==> config.mk <==
export PLATFORM = sky130hd
export DESIGN_NAME = chip8_scanout
export DESIGN_NICKNAME = d
export VERILOG_FILES = /design/src/rtl/chip8_scanout.sv
export SDC_FILE = /design/constraint.sdc
export NUM_CORES = 1
export LEC_CHECK = 0
export BUFFER_PORTS_ARGS = -buffer_cell sky130_fd_sc_hd__buf_4
export CORE_ASPECT_RATIO = 1.5
export CORE_UTILIZATION = 35
export DETAILED_ROUTE_END_ITERATION = 8
export GPL_TIMING_DRIVEN = 0
export PLACE_DENSITY = 0.55
export SYNTH_ARGS = -nofsm -noshare
export SYNTH_HDL_FRONTEND = slang
export SYNTH_SLANG_ARGS = --single-unit
export TNS_END_PERCENT = 30
==> constraint.sdc <==
create_clock -name clk_in -period 6.9 [get_ports clk_in]
set_clock_uncertainty 0.05 [all_clocks]
set_input_delay 1.725 -clock clk_in [delete_from_list [all_inputs] [get_ports clk_in]]
set_output_delay 1.725 -clock clk_in [all_outputs]
set_load 0.005 [all_outputs]
==> src/rtl/chip8_scanout.sv <==
// chip8_scanout: streams the 64x32 CHIP-8 framebuffer as a scaled 1-bit pixel stream aligned to
// external hcount/vcount. Optional sticky underrun flag: define CHIP8_SCANOUT_UNDERRUN_EN.
module chip8_scanout #(
  parameter logic [11:0] FB_BASE  = 12'hF00,
  parameter int          SCALE    = 20,
  parameter int          H_OFF    = 0,
  parameter int          V_OFF    = 40,
  parameter int          HCOUNT_W = 11,
  parameter int          VCOUNT_W = 10,
  parameter logic [1:0]  MEM_TYPE = 2'd1
) (
  input  logic                clk_in,
  input  logic                rst_n_in,
  input  logic [HCOUNT_W-1:0] hcount_in,
  input  logic [VCOUNT_W-1:0] vcount_in,
  input  logic [7:0]          mem_data_in,
  input  logic                mem_ready_in,
  input  logic                mem_valid_in,
  output logic [11:0]         mem_addr_out,
  output logic                mem_valid_out,
  output logic                mem_we_out,
  output logic [1:0]          mem_type_out,
  output logic                pixel_out,
  output logic                active_out
`ifdef CHIP8_SCANOUT_UNDERRUN_EN
  ,
  output logic                underrun_out,
  input  logic                underrun_clr_in
`endif
);

  localparam int SW    = (SCALE > 1) ? $clog2(SCALE) : 1;
  localparam int H_END = H_OFF + 64 * SCALE;
  localparam int V_END = V_OFF + 32 * SCALE;
  localparam logic [SW-1:0] SUB_MAX = SW'(SCALE - 1);

  typedef enum logic [1:0] {S_IDLE, S_REQ, S_WAIT} state_t;

  // Sub-counters follow the raster: forced to 0 at the window origin, stepped whenever the count moves.
  logic [HCOUNT_W-1:0] h_prev;
  logic [VCOUNT_W-1:0] v_prev;
  logic [SW-1:0]       h_sub_q, h_sub, v_sub_q, v_sub;
  logic [5:0]          h_x_q, h_x;
  logic [4:0]          v_y_q, v_y;

  always_comb begin
    h_sub = h_sub_q;
    h_x   = h_x_q;
    if (int'(hcount_in) == H_OFF) begin
      h_sub = '0;
      h_x   = '0;
    end else if (hcount_in != h_prev) begin
      if (h_sub_q == SUB_MAX) begin
        h_sub = '0;
        h_x   = h_x_q + 6'd1;
      end else begin
        h_sub = h_sub_q + SW'(1);
      end
    end
  end

  always_comb begin
    v_sub = v_sub_q;
    v_y   = v_y_q;
    if (int'(vcount_in) == V_OFF) begin
      v_sub = '0;
      v_y   = '0;
    end else if (vcount_in != v_prev) begin
      if (v_sub_q == SUB_MAX) begin
        v_sub = '0;
        v_y   = v_y_q + 5'd1;
      end else begin
        v_sub = v_sub_q + SW'(1);
      end
    end
  end

  logic h_in, v_in, in_win, line_start;
  logic swap, trig_first, trig_next, trigger;
  logic [4:0] trig_row;

  assign h_in       = (int'(hcount_in) >= H_OFF) && (int'(hcount_in) < H_END);
  assign v_in       = (int'(vcount_in) >= V_OFF) && (int'(vcount_in) < V_END);
  assign in_win     = h_in && v_in;
  assign line_start = (hcount_in == '0);
  assign swap       = line_start && v_in && (v_sub == '0);
  assign trig_first = line_start && (int'(vcount_in) == V_OFF - 1);
  assign trig_next  = swap && (v_y != 5'd31);
  assign trigger    = trig_first || trig_next;
  assign trig_row   = trig_first ? 5'd0 : v_y + 5'd1;

  state_t        state_q, state_d;
  logic [4:0]    row_q, row_d, pend_row_q, pend_row_d;
  logic [2:0]    byte_q, byte_d;
  logic          pend_q, pend_d, wr_en;
  logic [11:0]   addr_q;
  logic [7:0][7:0] shadow_q, active_q;
  logic          pixel_q, active_win_q;

  // A trigger that lands mid-fetch is parked; the outstanding response is still taken before restarting.
  always_comb begin
    state_d    = state_q;
    row_d      = row_q;
    byte_d     = byte_q;
    pend_d     = pend_q;
    pend_row_d = pend_row_q;
    wr_en      = 1'b0;
    case (state_q)
      S_IDLE: begin
        if (trigger) begin
          row_d   = trig_row;
          byte_d  = '0;
          pend_d  = 1'b0;
          state_d = S_REQ;
        end
      end
      S_REQ: begin
        if (trigger) begin
          pend_d     = 1'b1;
          pend_row_d = trig_row;
        end
        if (mem_ready_in) state_d = S_WAIT;
      end
      S_WAIT: begin
        if (trigger) begin
          pend_d     = 1'b1;
          pend_row_d = trig_row;
        end
        if (mem_valid_in) begin
          wr_en = 1'b1;
          if (trigger || pend_q) begin
            row_d   = trigger ? trig_row : pend_row_q;
            byte_d  = '0;
            pend_d  = 1'b0;
            state_d = S_REQ;
          end else if (byte_q == 3'd7) begin
            state_d = S_IDLE;
          end else begin
            byte_d  = byte_q + 3'd1;
            state_d = S_REQ;
          end
        end
      end
      default: state_d = S_IDLE;
    endcase
  end

  always_ff @(posedge clk_in or negedge rst_n_in) begin
    if (!rst_n_in) begin
      h_prev       <= '0;
      v_prev       <= '0;
      h_sub_q      <= '0;
      v_sub_q      <= '0;
      h_x_q        <= '0;
      v_y_q        <= '0;
      state_q      <= S_IDLE;
      row_q        <= '0;
      byte_q       <= '0;
      pend_q       <= 1'b0;
      pend_row_q   <= '0;
      addr_q       <= '0;
      shadow_q     <= '0;
      active_q     <= '0;
      pixel_q      <= 1'b0;
      active_win_q <= 1'b0;
    end else begin
      h_prev     <= hcount_in;
      v_prev     <= vcount_in;
      h_sub_q    <= h_sub;
      v_sub_q    <= v_sub;
      h_x_q      <= h_x;
      v_y_q      <= v_y;
      state_q    <= state_d;
      row_q      <= row_d;
      byte_q     <= byte_d;
      pend_q     <= pend_d;
      pend_row_q <= pend_row_d;
      if (state_d == S_REQ && state_q != S_REQ)
        addr_q <= FB_BASE + {4'b0, row_d, 3'b000} + {9'b0, byte_d};
      if (wr_en) shadow_q[byte_q] <= mem_data_in;
      // Swap reads the shadow before this cycle's response write lands.
      if (swap) active_q <= shadow_q;
      pixel_q      <= in_win && active_q[h_x[5:3]][~h_x[2:0]];
      active_win_q <= in_win;
    end
  end

  assign mem_addr_out  = addr_q;
  assign mem_valid_out = (state_q == S_REQ);
  assign mem_we_out    = 1'b0;
  assign mem_type_out  = MEM_TYPE;
  assign pixel_out     = pixel_q;
  assign active_out    = active_win_q;

`ifdef CHIP8_SCANOUT_UNDERRUN_EN
  logic underrun_q;

  always_ff @(posedge clk_in or negedge rst_n_in) begin
    if (!rst_n_in)                      underrun_q <= 1'b0;
    else if (swap && state_q != S_IDLE) underrun_q <= 1'b1;
    else if (underrun_clr_in)           underrun_q <= 1'b0;
  end

  assign underrun_out = underrun_q;
`endif

endmodule

==> results_dict.tcl <==
set metrics [dict create \
    run_status "complete, no violations" \
    timing.slew.headroom_pct 20.30 \
    worst-slew-pin-transition_ps 1191 \
    report.final.hold_viol_count 0 \
    num-nets-final 826 \
    timing.critical_path.to_type "flip-flop" \
    antennaDiodeCount 0 \
    die_h_um 201.6 \
    syn-mean-instance-area_um2 13.07 \
    cts_num_sinks 197 \
    largest_driver_fanout_on_the_critical_path 10 \
    num_vias 5710 \
    routabilityCongestion 0.7499 \
    final.setup.worst_slack_ps 1478 \
    fin_worst_hold_slack_ps 419.7 \
    grt_start_max_net_pins 112 \
    design.die.area_mm2 0.02722 \
    drv_slew 0 \
    tns_ps 0 \
    holdPathEnd "pend_row_q[4]" \
    count_of_flip_flops_with_a_built_in_enable_after_synthesis 0 \
    clock_path_buffers 2 \
    layout_min_cycle_time_ps 5422 \
    dp.cells 1096 \
    ctsResizeCount 0 \
    rows 72 \
    cts_tree "done" \
    drt_pass1_iterations 4 \
    ant_nets 0 \
    drt_drc_violations_left 0 \
    synthMuxAreaShare_pct 22.01 \
    rsz0062_at_grt "false" \
    crit_path_start "vcount_in[0]" \
    hold_path.startpoint "pend_row_q[4]" \
    ys_seq_elements 197 \
    grt_first_pass_wirelength_mm 33.64 \
    flow.area_growth_from_synthesis_pct 16.10 \
    fp.dieW_um 135.0 \
    timing.rr.start "v_sub_q[2]" \
    filler_cell_count 2471 \
    synthArstFlopShare_pct 100.0 \
    worstHoldPathCells 2 \
    h-tree-depth 4 \
    critPathKind "primary input to flip-flop" \
    cts.repair_timing.setup_buffer_count 0 \
    drt-total-wl_mm 20.35 \
    core_mm2 0.02594 \
    worst_ir_drop_vdd_v 0.0001872 \
    synth.yosys.warnings 0 \
    worstSkewPairLatency_ps 440 \
    layout-drive-gt1-share_pct 34.97 \
    drtIter0Drc 283 \
    peak_clock_frequency_supported_by_timing_ghz 0.1844 \
    synth_compound_gate_area_share_pct 7.554 \
    post_synth_main_area_contributors "sky130_fd_sc_hd__dfrtp_1 53%, sky130_fd_sc_hd__mux2_2 16%, sky130_fd_sc_hd__mux2i_1 4.2%" \
    powerDensity_mw_per_mm2 317.4 \
    r2r_cells 14 \
    antenna_found_initial 0 \
    min_period_over_period_pct 78.58 \
    synth_top_family_by_area "multiplexers" \
    synthDominantCellAreaShare_pct 53.05 \
    wire_per_inst_um 18.04 \
    cell_with_the_most_instances_after_synthesis "sky130_fd_sc_hd__dfrtp_1" \
    cts_root_buf "sky130_fd_sc_hd__clkbuf_16" \
    grt_pass1_vias 6120 \
    portBuffers 47 \
    cp-start-kind "primary input" \
    post_synthesis_cells 711 \
    grt_util_all_layers_pct 16.32 \
    p_leak_uw 0.004923 \
    r2r_slack_ps 2890 \
    synth_cell_type_count 77 \
    worst_hold_path_type "flip-flop to flip-flop" \
    detailedPlacementHpwl_mm 14.14 \
    cts-hold-fix-buffers 0 \
    max_cap_violations 0 \
    finalSetupViolations 0 \
    finalPower_uw 3424 \
    initial_core_util_pct 35.82 \
    synthSimpleGateAreaFrac_pct 9.856 \
    globalRoute.totalOverflow 0 \
    route.detailed.vias_per_inst 5.062 \
    synth.top_cells.by_count "197 x sky130_fd_sc_hd__dfrtp_1, 133 x sky130_fd_sc_hd__mux2_2, 39 x sky130_fd_sc_hd__mux2i_1" \
    placement.setup.worst_slack_ps 973.1 \
    num_io_pins 51 \
    critPathRequiredTime_ps 7170 \
    synth_sequential_area_ratio_pct 53.05 \
    worstReg2RegEnd "mem_addr_out[1]" \
    ys_dominant_reg_cell "sky130_fd_sc_hd__dfrtp_1" \
    non_filler_instance_count_after_layout 1128 \
    synth_area_mm2 0.009293 \
    synth_fa_ha_area_share_pct 1.481 \
    synth_top_cell_by_area "sky130_fd_sc_hd__dfrtp_1" \
    cts_inserted_buffers 17 \
    worst_path_clk_slew_ps 70 \
    synthXorXnorAreaFrac_pct 3.110 \
    data_arrival_time_of_the_worst_path_ps 5690 \
]
==> cell families (layout without fill, tap and decap cells) <==
| kind of cell | after synthesis | after routing |
|---|---|---|
| AO/OA/AOI/OAI | 92 | 92 |
| XOR/XNOR | 33 | 33 |
| adder cells (fa/ha/maj) | 11 | 11 |
| buffers and inverters | 42 | 125 |
| flip-flops | 197 | 197 |
| multiplexers | 183 | 183 |
| other | 2 | 3 |
| AND/OR/NAND/NOR | 151 | 151 |
==> through the flow <==
stage	cell area, um2	util (%)
2_1_floorplan	9296	-
3_3_place_gp	10070	38.80
3_5_place_dp	10150	39.12
4_1_cts	10790	41.58
5_1_grt	10790	41.58
6_report	10790	41.58
==> layout by cell type (no fill, tap or decap), types with 4 or more instances in the layout <==
cell type and count:
sky130_fd_sc_hd__a211oi_1 8, sky130_fd_sc_hd__a21oi_1 16, sky130_fd_sc_hd__a22o_1 4, sky130_fd_sc_hd__and3_1 4, sky130_fd_sc_hd__buf_2 8, sky130_fd_sc_hd__buf_4 55, sky130_fd_sc_hd__buf_6 5, sky130_fd_sc_hd__clkbuf_1 10
sky130_fd_sc_hd__clkbuf_16 17, sky130_fd_sc_hd__dfrtp_1 197, sky130_fd_sc_hd__ha_1 11, sky130_fd_sc_hd__inv_1 10, sky130_fd_sc_hd__inv_8 4, sky130_fd_sc_hd__mux2_2 133, sky130_fd_sc_hd__mux2_4 9, sky130_fd_sc_hd__mux2i_1 39
sky130_fd_sc_hd__nand2_1 30, sky130_fd_sc_hd__nand2b_1 6, sky130_fd_sc_hd__nand3_1 15, sky130_fd_sc_hd__nand4_1 4, sky130_fd_sc_hd__nor2_1 27, sky130_fd_sc_hd__nor2b_1 7, sky130_fd_sc_hd__nor3_1 9, sky130_fd_sc_hd__nor3_2 5
sky130_fd_sc_hd__nor4_1 6, sky130_fd_sc_hd__nor4_4 6, sky130_fd_sc_hd__o21ai_0 21, sky130_fd_sc_hd__o22ai_1 5, sky130_fd_sc_hd__or3_1 6, sky130_fd_sc_hd__xnor2_1 8, sky130_fd_sc_hd__xor2_1 25
==> state kept, by name, indices dropped and copies added (netlist names), 3 cells and up <==
| signal | flops |
|---|---|
| h_prev | 11 |
| pend_row_q | 5 |
| h_x_q | 6 |
| active_q | 64 |
| v_sub_q | 5 |
| shadow_q | 64 |
| h_sub_q | 5 |
| byte_q | 3 |
| v_y_q | 5 |
| row_q | 5 |
| mem_addr_out | 9 |
| v_prev | 10 |
==> worst max-delay path, cell delays in order <==
cell,delay (ps)
sky130_fd_sc_hd__buf_4,120
sky130_fd_sc_hd__or4b_1,640
sky130_fd_sc_hd__nor4_4,400
sky130_fd_sc_hd__clkbuf_1,430
sky130_fd_sc_hd__nor2_1,150
sky130_fd_sc_hd__ha_1,250
sky130_fd_sc_hd__nand2_1,60
sky130_fd_sc_hd__nor2_1,40
sky130_fd_sc_hd__ha_1,260
sky130_fd_sc_hd__nor4_4,590
sky130_fd_sc_hd__o221ai_2,240
sky130_fd_sc_hd__a21oi_4,430
sky130_fd_sc_hd__mux2_4,340
==> layout make-up <==
cell class                      instances  area (um2)  share of cell area, %
Buffer                                 32       227.7                  2.111
Clock buffer                           17       425.4                  3.943
Clock inverter                         15       214.0                  1.983
Inverter                               10       37.54                 0.3479
Multi-Input combinational cell        473        4116                  38.15
Sequential cell                       197        4930                  45.69
Tap cell                              333       416.7                  3.862
Timing Repair Buffer                   51       421.7                  3.908
==> power breakdown <==
part,internal [uW],switching (uW)
logic,411,442
clock network,589,486
registers,1370,131
total,2370,1060
==> worst max-delay path by stage <==
stage                            to  slack [ps]  cells past startpoint
floorplan           mem_addr_out[0]        1780                     12
global placement    mem_addr_out[2]         930                     13
detailed placement  mem_addr_out[1]         970                     13
CTS                 mem_addr_out[1]        1420                     13
global route        mem_addr_out[1]        1240                     13
finish              mem_addr_out[1]        1480                     13
==> metal layers <==
layer / GRT usage (%) / routed length (um)
met5: 0 / 0
met4: 6.701 / 494
met3: 2.771 / 394
met2: 28.37 / 10690
met1: 19.77 / 8765
Power figures use the tool's default switching activity.
